**src/rtl/mm_pkg.sv**
```systemverilog
// Shared constants and state encoding for the Montgomery result collector.
package mm_pkg;

    localparam int WORD_W      = 32;
    localparam int NWORDS      = 32;
    localparam int CNT_W       = $clog2(NWORDS + 1);
    localparam int TIMEOUT_CYC = 64;

    localparam logic [CNT_W-1:0] LAST_IDX = CNT_W'(NWORDS - 1);

    typedef enum logic [1:0] {
        ST_IDLE    = 2'd0,
        ST_COLLECT = 2'd1,
        ST_FULL    = 2'd2
    } collect_state_t;

endpackage

```
**src/rtl/mm_result_collector_if.sv**
```systemverilog
// Word-in / result-out bundle between the datapath tail, the collector and the readout logic.
interface mm_result_collector_if;
    import mm_pkg::*;

    logic                     start_i;
    logic                     word_vld_i;
    logic [WORD_W-1:0]        word_i;
    logic                     res_rdy_i;
    logic                     busy_o;
    logic                     done_o;
    logic [NWORDS*WORD_W-1:0] res_o;
    logic                     overflow_o;
    logic                     timeout_o;

    modport master (
        output start_i, word_vld_i, word_i, res_rdy_i,
        input  busy_o, done_o, res_o, overflow_o, timeout_o
    );

    modport slave (
        input  start_i, word_vld_i, word_i, res_rdy_i,
        output busy_o, done_o, res_o, overflow_o, timeout_o
    );

endinterface

```
**src/rtl/mm_collect_wdog.sv**
```systemverilog
// Idle-cycle watchdog for the collector; only built when MM_COLLECT_TIMEOUT_EN is defined.
`ifdef MM_COLLECT_TIMEOUT_EN
module mm_collect_wdog
    import mm_pkg::*;
(
    input  logic clk,
    input  logic rstn,
    input  logic active,
    input  logic kick,
    output logic expire
);

    localparam int W = $clog2(TIMEOUT_CYC + 1);

    logic [W-1:0] idle_cnt;

    // Fires on the TIMEOUT_CYC-th consecutive idle cycle, so the owner leaves on that edge.
    assign expire = active & ~kick & (idle_cnt == W'(TIMEOUT_CYC - 1));

    always_ff @(posedge clk or negedge rstn) begin
        if (!rstn) begin
            idle_cnt <= '0;
        end else if (!active || kick || expire) begin
            idle_cnt <= '0;
        end else begin
            idle_cnt <= idle_cnt + W'(1);
        end
    end

endmodule
`endif

```
**src/rtl/mm_result_collector.sv**
```systemverilog
// Packs NWORDS datapath words into one result and hands it off with valid/ready.
// Optional idle watchdog enabled by defining MM_COLLECT_TIMEOUT_EN.
module mm_result_collector
    import mm_pkg::*;
(
    input  logic                 clk,
    input  logic                 rstn,
    mm_result_collector_if.slave bus
);

    collect_state_t           state;
    logic [CNT_W-1:0]         count;
    logic [NWORDS*WORD_W-1:0] res;
    logic                     busy;
    logic                     done;
    logic                     overflow;
    logic                     timeout;

    logic              start;
    logic              vld;
    logic [WORD_W-1:0] word;
    logic              handshake;
    logic              begin_collect;
    logic              wdog_expire;

    assign start = bus.start_i;
    assign vld   = bus.word_vld_i;
    assign word  = bus.word_i;

    assign handshake     = (state == ST_FULL) & bus.res_rdy_i;
    // A start during FULL only counts when it coincides with the handoff.
    assign begin_collect = start & ((state != ST_FULL) | handshake);

`ifdef MM_COLLECT_TIMEOUT_EN
    mm_collect_wdog u_wdog (
        .clk    (clk),
        .rstn   (rstn),
        .active (state == ST_COLLECT),
        .kick   (start | vld),
        .expire (wdog_expire)
    );
`else
    assign wdog_expire = 1'b0;
`endif

    always_ff @(posedge clk or negedge rstn) begin
        if (!rstn) begin
            state    <= ST_IDLE;
            count    <= '0;
            res      <= '0;
            busy     <= 1'b0;
            done     <= 1'b0;
            overflow <= 1'b0;
            timeout  <= 1'b0;
        end else begin
            timeout <= wdog_expire;
            if (begin_collect) begin
                state    <= ST_COLLECT;
                busy     <= 1'b1;
                done     <= 1'b0;
                overflow <= 1'b0;
                if (vld) begin
                    res[WORD_W-1:0] <= word;
                    count           <= CNT_W'(1);
                end else begin
                    count <= '0;
                end
            end else begin
                case (state)
                    ST_IDLE: begin
                        if (vld) overflow <= 1'b1;
                    end
                    ST_COLLECT: begin
                        if (wdog_expire) begin
                            state <= ST_IDLE;
                            busy  <= 1'b0;
                            count <= '0;
                        end else if (vld) begin
                            res[int'(count)*WORD_W +: WORD_W] <= word;
                            if (count == LAST_IDX) begin
                                state <= ST_FULL;
                                busy  <= 1'b0;
                                done  <= 1'b1;
                                count <= '0;
                            end else begin
                                count <= count + CNT_W'(1);
                            end
                        end
                    end
                    ST_FULL: begin
                        if (vld) overflow <= 1'b1;
                        if (handshake) begin
                            state <= ST_IDLE;
                            done  <= 1'b0;
                        end
                    end
                    default: begin
                        state <= ST_IDLE;
                        busy  <= 1'b0;
                        done  <= 1'b0;
                        count <= '0;
                    end
                endcase
            end
        end
    end

    assign bus.busy_o     = busy;
    assign bus.done_o     = done;
    assign bus.res_o      = res;
    assign bus.overflow_o = overflow;
    assign bus.timeout_o  = timeout;

endmodule
```
**src/flat_wrapper.sv**
```systemverilog
// flat-port wrapper written by rule: the top's interface ports become plain ports
module mm_result_collector_flat import mm_pkg::*;
  (clk, rstn, bus_start_i, bus_word_vld_i, bus_word_i, bus_res_rdy_i, bus_busy_o, bus_done_o, bus_res_o, bus_overflow_o, bus_timeout_o);
  mm_result_collector_if bus_i ();
  input  logic clk;
  input  logic rstn;
  input wire logic [$bits(bus_i.start_i)-1:0] bus_start_i;
  input wire logic [$bits(bus_i.word_vld_i)-1:0] bus_word_vld_i;
  input wire logic [$bits(bus_i.word_i)-1:0] bus_word_i;
  input wire logic [$bits(bus_i.res_rdy_i)-1:0] bus_res_rdy_i;
  output wire logic [$bits(bus_i.busy_o)-1:0] bus_busy_o;
  output wire logic [$bits(bus_i.done_o)-1:0] bus_done_o;
  output wire logic [$bits(bus_i.res_o)-1:0] bus_res_o;
  output wire logic [$bits(bus_i.overflow_o)-1:0] bus_overflow_o;
  output wire logic [$bits(bus_i.timeout_o)-1:0] bus_timeout_o;
  assign bus_i.start_i = bus_start_i;
  assign bus_i.word_vld_i = bus_word_vld_i;
  assign bus_i.word_i = bus_word_i;
  assign bus_i.res_rdy_i = bus_res_rdy_i;
  assign bus_busy_o = bus_i.busy_o;
  assign bus_done_o = bus_i.done_o;
  assign bus_res_o = bus_i.res_o;
  assign bus_overflow_o = bus_i.overflow_o;
  assign bus_timeout_o = bus_i.timeout_o;
  mm_result_collector u_core (.clk(clk), .rstn(rstn), .bus(bus_i));
endmodule
```
**config.mk**
```make
export PLATFORM = sky130hd
export DESIGN_NAME = mm_result_collector_flat
export DESIGN_NICKNAME = d
export VERILOG_FILES = /design/src/rtl/mm_pkg.sv /design/src/rtl/mm_result_collector_if.sv /design/src/rtl/mm_collect_wdog.sv /design/src/rtl/mm_result_collector.sv /design/src/flat_wrapper.sv
export SDC_FILE = /design/constraint.sdc
export NUM_CORES = 1
export LEC_CHECK = 0
export CAP_MARGIN = 40
export CORE_MARGIN = 3
export CORE_UTILIZATION = 24
export DETAILED_ROUTE_END_ITERATION = 10
export GPL_TIMING_DRIVEN = 0
export PLACE_DENSITY = 0.55
export SLEW_MARGIN = 15
export SYNTH_ARGS = -nofsm -noshare
export SYNTH_HDL_FRONTEND = slang
export SYNTH_SLANG_ARGS = --single-unit
export TNS_END_PERCENT = 100
```
**constraint.sdc**
```tcl
create_clock -name clk -period 3.8 [get_ports clk]
set_clock_uncertainty 0.05 [all_clocks]
set_input_delay 0.76 -clock clk [delete_from_list [all_inputs] [get_ports clk]]
set_output_delay 0.76 -clock clk [all_outputs]
set_load 0.01 [all_outputs]
```
==> impl_metrics.json <==
{
  "coreArea_um2": 172000,
  "grt_pass1_vias": 31000,
  "finalSetupViolations": 0,
  "power_frac_clock_pct": 41.9,
  "synth_nets": 3024,
  "fp.dieW_um": 424,
  "yosysWarningCount": 0,
  "ys_ff_latch": 1034,
  "fmax_mhz": 274,
  "switching_power_mw": 8.18,
  "max-vdd-ir-drop_uv": 405,
  "grt_usage_pct": 21.7,
  "wl_mm": 199,
  "dp.cells": 6421,
  "via_per_inst": 4.45,
  "critPathMaxFanout": 10,
  "post-route-util_pct": 35.6,
  "drt-wirelength-per-cell_um": 29.8,
  "layout.cells.most_common": "clkdlybuf4s50_1",
  "area_delta_synth_final_pct": 46.6,
  "place_area_um2": 56800,
  "fin_worst_hold_slack_ns": 0.333,
  "portBuffers": 1061,
  "drive_gt1_share_pct": 30.2,
  "fin_cells": 6685,
  "antenna_found_initial": 20,
  "period_share_pct": 96.2,
  "finalSetupTns_ns": 0,
  "htree_num_levels": 3,
  "cts_tree": "built",
  "critPathRequiredTime_ns": 4.39,
  "slew_viol_final": 0,
  "post-route-min-period_ns": 3.65,
  "drc_errors": 0,
  "clock-sinks": 1034,
  "p_int_mw": 20.3,
  "die_area_um2": 180000,
  "rows": 152,
  "sw_frac_of_total_pct": 28.8,
  "combPwrFrac_pct": 16.5,
  "dp_hpwl_mm": 158,
  "power_density_nw_per_um2": 463,
  "crit_type": "reg2reg",
  "grt_pass1_wl_mm": 270,
  "min_path_type": "in2reg",
  "final_hold_viol_count": 0,
  "finish.instance_area_um2": 61500,
  "synth_area_um2": 41900,
  "cap_violations": 0,
  "postRouteAntennaNets": 0,
  "synth_ff_type": "dfrtp_1",
  "numCtsBuffers": 119,
  "clk_pin_slew_worst_paths_ns": 0.06,
  "power_frac_seq_pct": 41.7,
  "ys_seq_area_share_pct": 61.7,
  "initial_core_util_pct": 24.3,
  "grt.overflow.total": 0,
  "status": "completed",
  "clk_path_buf_depth": 3,
  "tightest_slew_ns": 0.848,
  "p_total_mw": 28.4,
  "setup_slack_ns": 0.146,
  "vias": 29800,
  "startpoint_type": "register",
  "dr.pass1.iters": 7,
  "gp_congestion": 0.861,
  "cp_data_arrival_time_ns": 4.25,
  "synthCells": 2984,
  "clock_latency_ns": 0.80,
  "avgSynthCellArea_um2": 14.0,
  "io_pins": 1065,
  "die_h_um": 424,
  "fin_nets": 4298,
  "maxSlewHeadroom_pct": 43.5,
  "layout_common_cells": "1060 x clkdlybuf4s50_1, 1034 x dfrtp_1, 821 x mux2_2",
  "rsz0062_at_grt": "no",
  "synth.distinct_cells": 61,
  "synth_async_sr_flop_share_pct": 100,
  "worst_setup_path_end_kind": "register",
  "pre_cts_slack_ns": -1.07,
  "drt_iter0_drc": 1871,
  "grt_max_degree": 143,
  "synth_edf_count": 0,
  "ctsRootBufferMaster": "clkbuf_16",
  "leakagePower_nw": 28.8
}
[path summary, 6_finish.rpt]
check	start	to	slack [ns]	depth (start not counted)
max	u_core.count[0]	u_core.bus.res_o[747]	0.15	13
min	bus_start_i	u_core.bus.overflow_o	0.33	2
max reg2reg	u_core.count[0]	u_core.bus.res_o[747]	0.15	13
min reg2reg	u_core.bus.res_o[674]	u_core.bus.res_o[674]	0.43	1
max in group asynchronous	rstn	u_core.bus.res_o[898]	0.48	6
min in group asynchronous	rstn	u_core.bus.res_o[762]	0.43	2
[layout make-up]
type / count / area, um^2
Inverter: 120 / 450
Fill cell: 16900 / 111000
Antenna cell: 21 / 52.6
Sequential cell: 1034 / 25900
Multi-Input combinational cell: 1616 / 14700
Clock buffer: 174 / 3480
Clock inverter: 43 / 547
Buffer: 200 / 1170
Tap cell: 2310 / 2890
Timing Repair Buffer: 1167 / 12300
[worst max-delay path, cell delays in order (launching register included)]
cell and delay (ns):
dfrtp_1 0.38, buf_4 0.19, buf_6 0.16, clkbuf_2 0.17, buf_6 0.18, inv_1 0.08
ha_1 0.14, buf_4 0.20, or3b_1 0.38, a311o_4 0.46, a211oi_4 0.34, buf_6 0.19
buf_6 0.19, mux2_2 0.35
[layer usage]
| layer | up-vias | GRT usage [%] | part of all wire [%] |
|---|---|---|---|
| met3 | 258 | 5.28 | 5.8 |
| met1 | 15800 | 25.3 | 39 |
| met2 | 895 | 38.4 | 51 |
| li1 | 12900 | - | - |
| met5 | - | 0 | 0.021 |
| met4 | 6 | 7.82 | 4.0 |
[power by group through the flow]
| stage | registers [mW] | logic [mW] | clock network [mW] |
|---|---|---|---|
| detailed placement | 12.0 | 4.63 | 0 |
| global route | 11.9 | 4.97 | 12.6 |
| floorplan | 12.2 | 1.39 | 0 |
| CTS | 11.8 | 4.76 | 12.2 |
| finish | 11.8 | 4.68 | 11.9 |
| global placement | 12.1 | 4.37 | 0 |
[Yosys cell counts, types with 4 or more instances]
library cell / count / area, um^2
buf_2: 75 / 375
a211oi_2: 6 / 75.1
inv_1: 120 / 450
nand3_1: 8 / 40.0
nand2b_1: 7 / 43.8
clkbuf_1: 107 / 402
nor3_1: 7 / 35.0
o2111ai_1: 28 / 245
buf_4: 11 / 82.6
or3_1: 7 / 43.8
o31ai_1: 6 / 45.0
nor2_1: 195 / 732
a21oi_1: 5 / 25.0
nand4_1: 4 / 25.0
a211oi_4: 6 / 120
nor2b_1: 4 / 25.0
buf_6: 21 / 236
and3_1: 52 / 325
dfrtp_1: 1034 / 25900
nand2_1: 136 / 510
mux2_1: 91 / 1020
mux2_2: 821 / 9250
and2_1: 64 / 400
mux2i_1: 87 / 871
o21ai_0: 32 / 160
[cell families (layout without fill, tap and decap cells)]
kind of cell / count (synthesis) / after routing / synth area share [%]
AOI/OAI and AO/OA: 106 / 106 / 2.13
xor gates and xnor gates: 3 / 3 / 0.108
adders and majority gates: 3 / 3 / 0.0896
buffers and inverters: 334 / 1704 / 3.69
DFF: 1034 / 1034 / 61.7
muxes: 999 / 999 / 26.6
other: 1 / 22 / 0.00895
and+or+nand+nor: 504 / 504 / 5.65
[timing repair]
action / in CTS / in global routing
endpoints found under the setup margin: 1010 / 68
hold buffers: 1 / 0
setup buffers: 36 / 3
hold endpoints to repair: 31 / 0
pin swaps: 15 / 1
resized for setup: 70 / 13
[registers in the layout, summed over array words and instances, names as in the netlist]
register,cells
u_core.state,2
u_core.bus.res_o,1024
u_core.bus.busy_o,1
u_core.bus.overflow_o,1
u_core.count,6
Power figures use the tool's default switching activity.
